[config.mk]
export PLATFORM = sky130hd
export DESIGN_NAME = pipelined_carry_select_add_sub
export DESIGN_NICKNAME = d
export VERILOG_FILES = /design/src/rtl/pipelined_carry_select_add_sub_pkg.sv /design/src/rtl/pipelined_carry_select_add_sub_slice.sv /design/src/rtl/pipelined_carry_select_add_sub.sv
export SDC_FILE = /design/constraint.sdc
export NUM_CORES = 1
export LEC_CHECK = 0
export BUFFER_PORTS_ARGS = -buffer_cell sky130_fd_sc_hd__buf_2
export CAP_MARGIN = 20
export CELL_PAD_IN_SITES_DETAIL_PLACEMENT = 0
export CELL_PAD_IN_SITES_GLOBAL_PLACEMENT = 1
export CORE_MARGIN = 2
export CORE_UTILIZATION = 47
export DETAILED_ROUTE_END_ITERATION = 8
export PLACE_DENSITY_LB_ADDON = 0.25
export SYNTH_ARGS = -nofsm -noshare
export SYNTH_HDL_FRONTEND = slang
export SYNTH_SLANG_ARGS = --single-unit
[constraint.sdc]
create_clock -name clk -period 3.25 [get_ports clk]
set_input_delay 0 -clock clk [delete_from_list [all_inputs] [get_ports clk]]
set_output_delay 0 -clock clk [all_outputs]
set_load 0.05 [all_outputs]
[src/rtl/pipelined_carry_select_add_sub_pkg.sv]
// addsub_pkg: shared types and default geometry for the pipelined carry-select add/sub.
package addsub_pkg;
  localparam int DEF_M = 32;
  localparam int DEF_R = 4;
  localparam int DEF_P = 4;
  localparam int SLICE_W = DEF_M / DEF_P;
  localparam int BLOCKS_PER_SLICE = SLICE_W / DEF_R;
  typedef enum logic {ADD = 1'b0, SUB = 1'b1} addsub_op_t;
  typedef struct packed {
    logic cout;
    logic v;
  } addsub_flags_t;
endpackage

[src/rtl/pipelined_carry_select_add_sub_slice.sv]
// carry_select_slice: combinational W-bit adder made of R-bit carry-select blocks.
module carry_select_slice #(
  parameter int W = 8,
  parameter int R = 4
) (
  input  logic         cin,
  input  logic [W-1:0] a,
  input  logic [W-1:0] b,
  output logic [W-1:0] sum,
  output logic         cout
);
  localparam int N = W / R;
  logic [N:0] c;
  assign c[0] = cin;
  for (genvar i = 0; i < N; i++) begin : g_blk
    logic [R:0] s0, s1;
    assign s0 = {1'b0, a[i*R +: R]} + {1'b0, b[i*R +: R]};
    assign s1 = {1'b0, a[i*R +: R]} + {1'b0, b[i*R +: R]} + {{R{1'b0}}, 1'b1};
    assign sum[i*R +: R] = c[i] ? s1[R-1:0] : s0[R-1:0];
    assign c[i+1] = c[i] ? s1[R] : s0[R];
  end
  assign cout = c[N];
endmodule

[src/rtl/pipelined_carry_select_add_sub.sv]
// pipelined_carry_select_add_sub: P-slice pipelined add/sub with a valid/ready stream.
// Define PIPE_ADDSUB_SAT_EN to add the per-beat saturation input sat.
module pipelined_carry_select_add_sub
  import addsub_pkg::*;
#(
  parameter int M = DEF_M,
  parameter int R = DEF_R,
  parameter int P = DEF_P
) (
  input  logic         clk,
  input  logic         rst_n,
  input  logic         in_valid,
  output logic         in_ready,
  input  logic         sub,
  input  logic         cin,
  input  logic [M-1:0] x,
  input  logic [M-1:0] y,
`ifdef PIPE_ADDSUB_SAT_EN
  input  logic         sat,
`endif
  output logic         out_valid,
  input  logic         out_ready,
  output logic [M-1:0] out,
  output logic         cout,
  output logic         v
);
  localparam int W = M / P;
  addsub_op_t op;
  logic advance, c_in;
  logic [M-1:0] b_in;
  assign op = addsub_op_t'(sub);
  assign b_in = (op == SUB) ? ~y : y;
  assign c_in = cin ^ sub;
  assign advance = !out_valid || out_ready;
  assign in_ready = advance;
  // Stage s owns slice s: it carries the not-yet-added operand bits forward
  // and accumulates the finished low result bits, so a beat leaves whole.
  for (genvar s = 0; s < P; s++) begin : g_st
    logic [M-1:s*W] opa, opb;
    logic [W-1:0] sum;
    logic [(s+1)*W-1:0] raw, res_d, res_q;
    logic ci, co, vin, vld_q;
`ifdef PIPE_ADDSUB_SAT_EN
    logic si;
`endif
    if (s == 0) begin : g_head
      assign opa = x;
      assign opb = b_in;
      assign ci = c_in;
      assign vin = in_valid;
      assign raw = sum;
`ifdef PIPE_ADDSUB_SAT_EN
      assign si = sat;
`endif
    end else begin : g_body
      assign opa = g_st[s-1].g_fwd.a_q;
      assign opb = g_st[s-1].g_fwd.b_q;
      assign ci = g_st[s-1].g_fwd.c_q;
      assign vin = g_st[s-1].vld_q;
      assign raw = {sum, g_st[s-1].res_q};
`ifdef PIPE_ADDSUB_SAT_EN
      assign si = g_st[s-1].g_fwd.sat_q;
`endif
    end
    carry_select_slice #(.W(W), .R(R)) u_slice (
      .cin (ci),
      .a   (opa[s*W +: W]),
      .b   (opb[s*W +: W]),
      .sum (sum),
      .cout(co)
    );
    always_ff @(posedge clk or negedge rst_n)
      if (!rst_n) begin
        vld_q <= 1'b0;
        res_q <= '0;
      end else if (advance) begin
        vld_q <= vin;
        if (vin) res_q <= res_d;
      end
    if (s < P - 1) begin : g_fwd
      logic [M-1:(s+1)*W] a_q, b_q;
      logic c_q;
`ifdef PIPE_ADDSUB_SAT_EN
      logic sat_q;
      always_ff @(posedge clk or negedge rst_n)
        if (!rst_n) sat_q <= 1'b0;
        else if (advance && vin) sat_q <= si;
`endif
      assign res_d = raw;
      always_ff @(posedge clk or negedge rst_n)
        if (!rst_n) begin
          a_q <= '0;
          b_q <= '0;
          c_q <= 1'b0;
        end else if (advance && vin) begin
          a_q <= opa[M-1:(s+1)*W];
          b_q <= opb[M-1:(s+1)*W];
          c_q <= co;
        end
    end else begin : g_last
      addsub_flags_t flags_d, flags_q;
      assign flags_d = {co, (opa[M-1] == opb[M-1]) && (sum[W-1] != opa[M-1])};
`ifdef PIPE_ADDSUB_SAT_EN
      assign res_d = (si && flags_d.v) ? {opa[M-1], {(M-1){~opa[M-1]}}} : raw;
`else
      assign res_d = raw;
`endif
      always_ff @(posedge clk or negedge rst_n)
        if (!rst_n) flags_q <= '0;
        else if (advance && vin) flags_q <= flags_d;
    end
  end
  assign out_valid = g_st[P-1].vld_q;
  assign out = g_st[P-1].res_q;
  assign {cout, v} = g_st[P-1].g_last.flags_q;
endmodule
Yosys cells after proc, flatten, opt, wreduce, memory -nomap -nowiden

Cells that the tools add are included.

Latch bits: 0
Memory bits (writable): 0
ROM bits: 0
Flip-flop bits (word level): 185
Input port bits: 70
Output and inout port bits: 36
Memories kept: 0
Logic and storage cells: 67

Mux-type cells: 17
Reduce and logical (&&, ||, !) cells: 11
Order comparisons: 0
Bitwise logic cells: 2
Eq/ne operators: 2
Divide/modulo/power cells: 0
Shifts and indexed selects: 0
Add/subtract/negate cells: 16
$mul: 0

Operator list:

| operator                                                       | number |
|---|---|
| 4-bit by 4-bit adder with 5-bit output                         | 8 |
| 5-bit by 1-bit adder with 5-bit output (second input constant) | 8 |
| 32-bit two-way mux                                             | 1 |
| 4-bit two-way mux                                              | 8 |
| 32-bit NOT                                                     | 1 |
| 1-bit two-way mux                                              | 8 |
| 2-bit AND reduction                                            | 4 |
| 1-bit logical AND                                              | 5 |
| 1-bit == test                                                  | 1 |
| 1-bit logical NOT                                              | 1 |
| 1-bit logical OR                                               | 1 |
| 1-bit != test                                                  | 1 |
| 1-bit XOR                                                      | 1 |

Logic depth before layout (Yosys ltp)

Gate-level depths: netlist (run 1).

Word-level depth: 6
Gate-level depth with buffers: 11
Depth with buffers taken out: 11

Modules after synthesis

From an unflattened synthesis (run 1), not the netlist that was laid out.

Cell total of the unflattened synthesis: 694
Area, all modules: 9,300.2 µm²

By module, submodules not included:

| module                                   | seq. area each (µm²) | area an instance (µm²) | cells each | instances |
|---|---|---|---|---|
| pipelined_carry_select_add_sub           | 4,629.4              | 7,201.9                | 466        | 1 |
| carry_select_slice (g_st[0].u_slice ...) | 0.0                  | 525.5                  | 57         | 3 |
| carry_select_slice (g_st[3].u_slice)     | 0.0                  | 521.8                  | 57         | 1 |

Worst setup path after synthesis (run 1)

OpenSTA, ideal clock, no wires.

Kind: register -> register
Start: register g_st[0].g_fwd.a_q[8] (netlist bit)
End: register g_st[1].res_q[14]
Data required time: 3.178 ns
Stages on the path, launching flop included: 10
Buffers on the path: 0
Arrival: 2.720 ns
Slack: 0.457 ns
Cell sequence: dfrtp_1 -> ha_1 -> fa_1 -> ha_1 -> nand2_1 -> or3_1 -> mux2i_1 -> xor2_2 -> or4_2 -> nand3_1

Word-level cells in the longest chain between the ends: 4

Ends and longest elaborated chain:

| what                                       | RTL line                                                                               | RTL |
|---|---|---|
| start, declared                            | pipelined_carry_select_add_sub.sv:81                                                   | `logic [M-1:(s+1)*W] a_q, b_q;` |
| start signal, assigned                     | pipelined_carry_select_add_sub.sv:96                                                   | `a_q <= opa[M-1:(s+1)*W];` |
| 4-bit by 4-bit adder with 5-bit output (*) | pipelined_carry_select_add_sub_slice.sv:17, pipelined_carry_select_add_sub_slice.sv:18 |  |
| 5-bit by 1-bit adder with 5-bit output     | pipelined_carry_select_add_sub_slice.sv:18                                             | `assign s1 = {1'b0, a[i*R +: R]} + {1'b0, b[i*R +: R]} + {{R{1'b0}}, 1'b1};` |
| 1-bit two-way mux (*)                      | pipelined_carry_select_add_sub_slice.sv:20                                             | `assign c[i+1] = c[i] ? s1[R] : s0[R];` |
| 4-bit two-way mux (*)                      | pipelined_carry_select_add_sub_slice.sv:19                                             | `assign sum[i*R +: R] = c[i] ? s1[R-1:0] : s0[R-1:0];` |
| end signal, assigned                       | pipelined_carry_select_add_sub.sv:78                                                   | `if (vin) res_q <= res_d;` |
| end, declared                              | pipelined_carry_select_add_sub.sv:41                                                   | `logic [(s+1)*W-1:0] raw, res_d, res_q;` |

Every way passes the cells marked *; elsewhere a longest branch is shown, timed or not.
A chain may end at the register's enable or synchronous reset.

Final worst setup path (run 1)

Ends and elaborated chain as after synthesis.

==> summary.md, run 1 <==
| Metric | Value |
|---|---|
| Worst EP arrival | 3310 ps |
| Final worst-path cycle share | 91.0% |
| PortBufs | 105 |
| Starting DRT DRC Count | 261 |
| Post-DP HPWL | 12.2 mm |
| Placed cell area | 0.00958 mm2 |
| Fmax | 0.338 GHz |
| Most frequent cell after synthesis | dfrtp_1 |
| Clock latency on the worst-skew pair | 430 ps |
| WP data required | 3610 ps |
| Max-slew violations | 0 |
| Largest family of logic cells by synthesized area | multiplexers |
| WL per Instance | 14.5 um |
| Setup violators final | 0 |
| Vias in the first global route | 5907 |
| Synth cell count leaders | 185 x dfrtp_1, 142 x nand2_1, 96 x mux2_2 |
| HP Class | in2reg |
| Total GRT Usage | 18.0% |
| Final wirelength | 16.8 mm |
| Register area share after synthesis | 52.6% |
| Minimum clock period | 2960 ps |
| Design area | 0.0107 mm2 |
| RSZ-0062 raised after global routing | no |
| Clk_skew | 7.01 ps |
| EDFF count, synth | 0 |
| Reg-to-reg endpoint | g_st[1].res_q[14]$_DFFE_PN0P_ |
| Status | completed |
| CTS max path bufs | 2 |
| Via count | 5756 |
| Mapped Avg Cell Area | 11.6 um2 |
| Yosys warns | 0 |
| Synthesized instance count | 760 |
| Die footprint | 0.0198 mm2 |
| FFs w/ async S/R, synth | 100% |
| Crit. End Element | register |
| Worst reg2reg path depth | 9 |
| TritonCTS buffer count | 17 |
| Fillers | 1580 |
| Flop2flop setup slack | 290 ps |
| Pwr/cell area | 1020 mW/mm2 |
| Maximum net fanout on the critical path | 8 |
| Synth top area share | 52.6% |
| Main synth FF type | dfrtp_1 |
| Root buffer cell | clkbuf_16 |
| Slew of the pin with the lowest slew margin | 905 ps |
| Global-route wire length before repair | 28.8 mm |
| Dominant cell type by area after synthesis | dfrtp_1 |
| Area growth syn-to-layout | 21.6% |
| First drt pass iteration count | 4 |
| Crit path kind | reg2reg |
| Core ar. | 0.0185 mm2 |
| H-tree depth | 4 |
| Max_cap viols | 0 |
| Final hold violations | 0 |
| Compound-Gate Fraction of Synth Area | 7.02% |
| # diodes | 0 |
| Worst Setup EP | g_st[1].res_q[14]$_DFFE_PN0P_ |
| Mux contribution to synthesized area | 13.5% |
| Total I/O pin count | 106 |
| Final Power | 10.9 mW |
| CTS sink count | 185 |
| Height of the chip | 141 um |
| Worst vdd ir | 0.460 mV |
| CTS tree | built |
| Cell variety after synth | 43 |
| Global route overflow | 0 |
| Chip width | 141 um |
| Non-Filler Instances | 1157 |
| Max-slew headroom | 39.7% |
| Initial antenna violation count | 0 |
| Simple-gate share of the synthesized area | 9.38% |
| Row Count | 50 |
| Seq cells post-synth | 185 |
| Fraction of layout cells with a size suffix above 1 | 27.6% |
| DRC Markers | 0 |
| Dpl cells | 1075 |
| Reg2Reg Launch Point | g_st[0].g_fwd.a_q[8]$_DFFE_PN0P_ |
| Via-to-Cell Ratio | 4.97 |
| Mapped cell area | 0.00880 mm2 |
| Final core utilization | 57.8% |
| Post-synthesis adder-cell area fraction | 7.65% |
| CP Launch Type | register |
| Gp weighted congestion | 0.827 |
| Sequential cell area | 0.00463 mm2 |
| Post-synthesis xor/xnor area fraction | 7.44% |
| Starting density of the core | 47.5% |
| Final Net Count | 1030 |
| Antenna-violating nets left | 0 |
| Lkg Pwr | 5.12 nW |
| Main area contributors after synthesis | dfrtp_1 53%, mux2_2 12%, nand2_1 6.1% |
| Worst setup path startpoint | g_st[0].g_fwd.a_q[8]$_DFFE_PN0P_ |
| Multi-input gate area | 0.00397 mm2 |
| Largest net degree at the start of global routing | 102 |
| TNS Setup | 0 ps |
| Worst-path clk slew | 70 ps |
| Synth Net Count | 879 |
[layout make-up]
type	instances	area share, %
Sequential cell	185	43.3
Multi-Input combinational cell	524	37.1
Timing Repair Buffer	167	10.6
Clock buffer	22	4.62
Tap cell	234	2.74
Clock inverter	9	1.05
Inverter	16	0.561
[critical path, stage by stage (launching register included)]
cell and delay (ps):
dfrtp_1 390, ha_1 220, fa_1 540, ha_1 190
nand2_1 80, or3_1 310, mux2i_1 220, xor2_2 190
or4_2 630, nand3_1 100
[power breakdown]
| part | leakage (nW) | switching (mW) | internal [mW] |
|---|---|---|---|
| logic | 2.56 | 2.75 | 2.09 |
| registers | 2.26 | 0.637 | 3.32 |
| clock network | 0.299 | 0.861 | 1.24 |
[cells in the final DEF, fill, tap and decap left out, drive strengths merged, types with 22 or more instances in the layout]
cell,Yosys,layout
o21ai,55,55
buf,15,116
nand2,142,142
ha,41,41
dlygate4sd3,0,51
mux2,96,96
xnor2,46,46
dfrtp,185,185
clkbuf,20,22
xor2,27,27
[metal layers]
layer / vias to the layer above / part of all wire [%] / wire length (um) / track usage, %
met4: 0 / 1.8 / 304 / 6.53
met5: - / 0 / 0 / 0
li1: 2892 / - / - / -
met3: 24 / 3.5 / 594 / 3.09
met1: 2725 / 52 / 8740 / 26.9
met2: 115 / 43 / 7180 / 26.4
[flip-flops by register name (all words and copies together) (netlist names)]
| signal | flops |
|---|---|
| g_st.vld_q | 3 |
| out_valid | 1 |
| g_st.res_q | 48 |
| v | 1 |
| g_st.g_fwd.c_q | 3 |
| cout | 1 |
| g_st.g_fwd.b_q | 48 |
| g_st.g_fwd.a_q | 48 |
| out | 32 |
[worst min-delay path by stage]
stage               startpoint                                end  cells past startpoint
global placement         rst_n                 out[9]$_DFFE_PN0P_                      1
global route          in_valid  g_st[0].g_fwd.b_q[15]$_DFFE_PN0P_                      3
floorplan                rst_n                   cout$_DFFE_PN0P_                      0
finish                in_valid  g_st[0].g_fwd.b_q[13]$_DFFE_PN0P_                      4
CTS                   in_valid  g_st[0].g_fwd.b_q[13]$_DFFE_PN0P_                      4
detailed placement       rst_n                out[10]$_DFFE_PN0P_                      1
[kinds of logic after synthesis]
family                     count (synthesis)
and+or+nand+nor                          190
DFF                                      185
muxes                                    107
AOI/OAI and AO/OA                        105
xor gates and xnor gates                  73
buffers and inverters                     51
adders and majority gates                 49
[what timing repair did]
item,CTS,global route
hold buffers,51,0
gates resized for setup,0,0
setup buffers,0,0
endpoints found under the hold margin,147,0
[through the flow]
step                      hold WS [ps]  setup WS [ps]
after detailed placement           175            300
final                             15.8            293
after global routing              56.4            138
after CTS                         3.02            287
after floorplan                   -296            457
after global placement             156            382
Power figures use the tool's default switching activity.
==> run 2: changes to the inputs <==
CORE_UTILIZATION = 42   (was 47)
clock period = 2.7 ns   (was 3.25 ns; I/O delays follow)
==> summary.md, run 2 (synthesized netlist as in run 1, its figures left out) <==
| Metric | Value |
|---|---|
| Status | completed |
| Met1 usage | 21.6% (-5.3 points) |
| CTS tree | built |
| Final hold violations | 0 (unchanged) |
| Met2 usage | 28.7% (+2.3 points) |
| Flop2flop setup slack | 30 ps (-260 ps) |
| Slew of the pin with the lowest slew margin | 688 ps (-217 ps) |
| RSZ-0062 raised after global routing | yes |
| Die footprint | 0.0221 mm2 (+12%) |
| Max-slew violations | 0 (unchanged) |
| Row Count | 52 (+4.0%) |
| Antenna-violating nets left | 0 (unchanged) |
| Final worst-path cycle share | 98.9% (+7.9 points) |
| GRT Max-Usage Layer | met2 |
| Slowest CP cell | fa_1 |
| Dpl cells | 1119 (+4.1%) |
| Initial antenna violation count | 0 (unchanged) |
| Setup violators final | 0 (unchanged) |
| Area growth syn-to-layout | 24.6% |
| Post-DP HPWL | 12.2 mm (+0.30%) |
| Total I/O pin count | 106 (unchanged) |
| Starting density of the core | 43.1% (-4.4 points) |
| Max_cap viols | 0 (unchanged) |
| Multi-input gate area | 0.00411 mm2 (+3.6%) |
| Maximum net fanout on the critical path | 8 (unchanged) |
| Final Net Count | 1045 (+1.5%) |
| Chip width | 149 um (+5.6%) |
| Root buffer cell | clkbuf_16 |
| Vias in the first global route | 6126 (+3.7%) |
| Max-slew headroom | 54.1% (+14 points) |
| PortBufs | 105 (unchanged) |
| Fraction of layout cells with a size suffix above 1 | 31.2% (+3.5 points) |
| Crit path kind | reg2reg |
| Most frequent cells in the layout | 185 x dfrtp_1, 135 x nand2_1, 104 x buf_2, 96 x mux2_2, 52 x o21ai_0 |
| CTS sink count | 185 (unchanged) |
| DRC Markers | 0 (unchanged) |
| Clk_skew | 7.63 ps (+0.616 ps) |
| CP Buf/Inv Count | 0 (unchanged) |
| Global-route wire length before repair | 29.7 mm (+3.2%) |
| Lkg Pwr | 5.18 nW (+1.1%) |
| HP Class | in2reg |
| Worst vdd ir | 0.483 mV (+5.1%) |
| Largest net degree at the start of global routing | 90 (-12%) |
| CTS max path bufs | 2 (unchanged) |
| Fillers | 1810 (+15%) |
| Crit-path leading delay family | simple AND/OR/NAND/NOR gates |
| TritonCTS buffer count | 17 (unchanged) |
| Peak per-stage delay on the critical path | 510 ps (-120 ps) |
| Met3 GRT Util | 3.88% (+0.79 points) |
| Worst EP arrival | 3040 ps (-270 ps) |
| Sequential cell area | 0.00463 mm2 (unchanged) |
| Gp weighted congestion | 0.786 (-5.0%) |
| Minimum clock period | 2670 ps (-288 ps) |
| Biggest registers after layout | g_st.g_fwd.a_q (48), g_st.g_fwd.b_q (48), g_st.res_q (48) |
| Fmax | 0.375 GHz (+11%) |
| H-tree depth | 4 (unchanged) |
| Non-Filler Instances | 1207 (+4.3%) |
| Height of the chip | 149 um (+5.6%) |
| Pwr/cell area | 1210 mW/mm2 (+19%) |
| Cell Chain, Critical Path | ha_2 -> fa_1 -> ha_2 -> nand2_2 -> or3_4 -> mux2i_4 -> xor2_4 -> or4_4 -> nand3_2 |
| Via count | 5832 (+1.3%) |
| # diodes | 0 (unchanged) |
| Crit. End Element | register |
| Worst-path clk slew | 70 ps (about the same) |
| Final wirelength | 17.2 mm (+2.5%) |
| Global route overflow | 0 (unchanged) |
| Starting DRT DRC Count | 197 (-25%) |
| First drt pass iteration count | 4 (unchanged) |
| Total GRT Usage | 17.0% (-1.0 points) |
| CP Launch Type | register |
| Most numerous cell on the critical path | ha_2 |
| Most common cell after layout, fill and taps aside | dfrtp_1 |
| WL per Instance | 14.3 um (-1.7%) |
| TNS Setup | 0 ps (unchanged) |
| Clock latency on the worst-skew pair | 430 ps (about the same) |
| Core ar. | 0.0204 mm2 (+10%) |
| WP data required | 3070 ps (-540 ps) |
| Via-to-Cell Ratio | 4.83 (-2.9%) |
==> run 2: area by class of cell <==
cell class / count / area share, %
clock buffer: 21 / 4.11
clock inverter: 9 / 0.924
inverter: 16 / 0.548
multi-input combinational: 524 / 37.5
sequential: 185 / 42.2
tap: 270 / 3.08
timing repair buffer: 182 / 11.6
==> run 2: metal layers <==
layer / vias to the layer above / wire length (um)
li1: 2930 / -
met3: 19 / 619
met2: 96 / 8430
met4: 0 / 282
met1: 2787 / 7900
met5: - / 0
==> run 2: path summary, 6_finish.rpt <==
kind | to | cells after the start | startpoint
max | g_st[2].res_q[22]$_DFFE_PN0P_ | 9 | g_st[1].g_fwd.a_q[16]$_DFFE_PN0P_
min | g_st[0].g_fwd.c_q$_DFFE_PN0P_ | 4 | in_valid
max reg2reg | g_st[2].res_q[22]$_DFFE_PN0P_ | 9 | g_st[1].g_fwd.a_q[16]$_DFFE_PN0P_
min reg2reg | out[27]$_DFFE_PN0P_ | 2 | out[27]$_DFFE_PN0P_
max in group asynchronous | g_st[2].res_q[6]$_DFFE_PN0P_ | 3 | rst_n
min in group asynchronous | out[28]$_DFFE_PN0P_ | 2 | rst_n
==> run 2: per-stage QoR <==
step | area, um2 | hold slack [ps] | worst slack (ps) | util, % | power (mW)
global placement | 9740 | 99.3 | -27.1 | 47.7 | 10.5
detailed placement | 9740 | 102 | -118 | 47.7 | 10.7
finish | 11000 | 42.6 | 30.7 | 53.7 | 13.3
global route | 11000 | 74.6 | -78.4 | 53.7 | 14.4
CTS | 10800 | 32.2 | -13.9 | 52.9 | 13.2
floorplan | 8820 | -296 | 1.11 | - | 9.23
==> run 2: tightest hold or removal path: stages <==
cell and delay, ps:
buf_2 130, nand2_2 90, or2_2 110, o311ai_0 100
==> run 2: timing repair <==
| item | CTS | global route |
|---|---|---|
| pin swaps | 8 | 7 |
| resized for setup | 5 | 18 |
| buffers inserted | 2 | 8 |
| endpoints found under the hold margin | 133 | 0 |
| hold buffers | 49 | 0 |
| setup endpoints to repair | 10 | 14 |
==> run 2: power by group <==
part,switching [mW],leakage (nW),internal [mW],total [mW]
sequential,0.708,2.26,3.99,4.70
combinational,3.46,2.64,2.79,6.25
clock,0.992,0.272,1.37,2.36
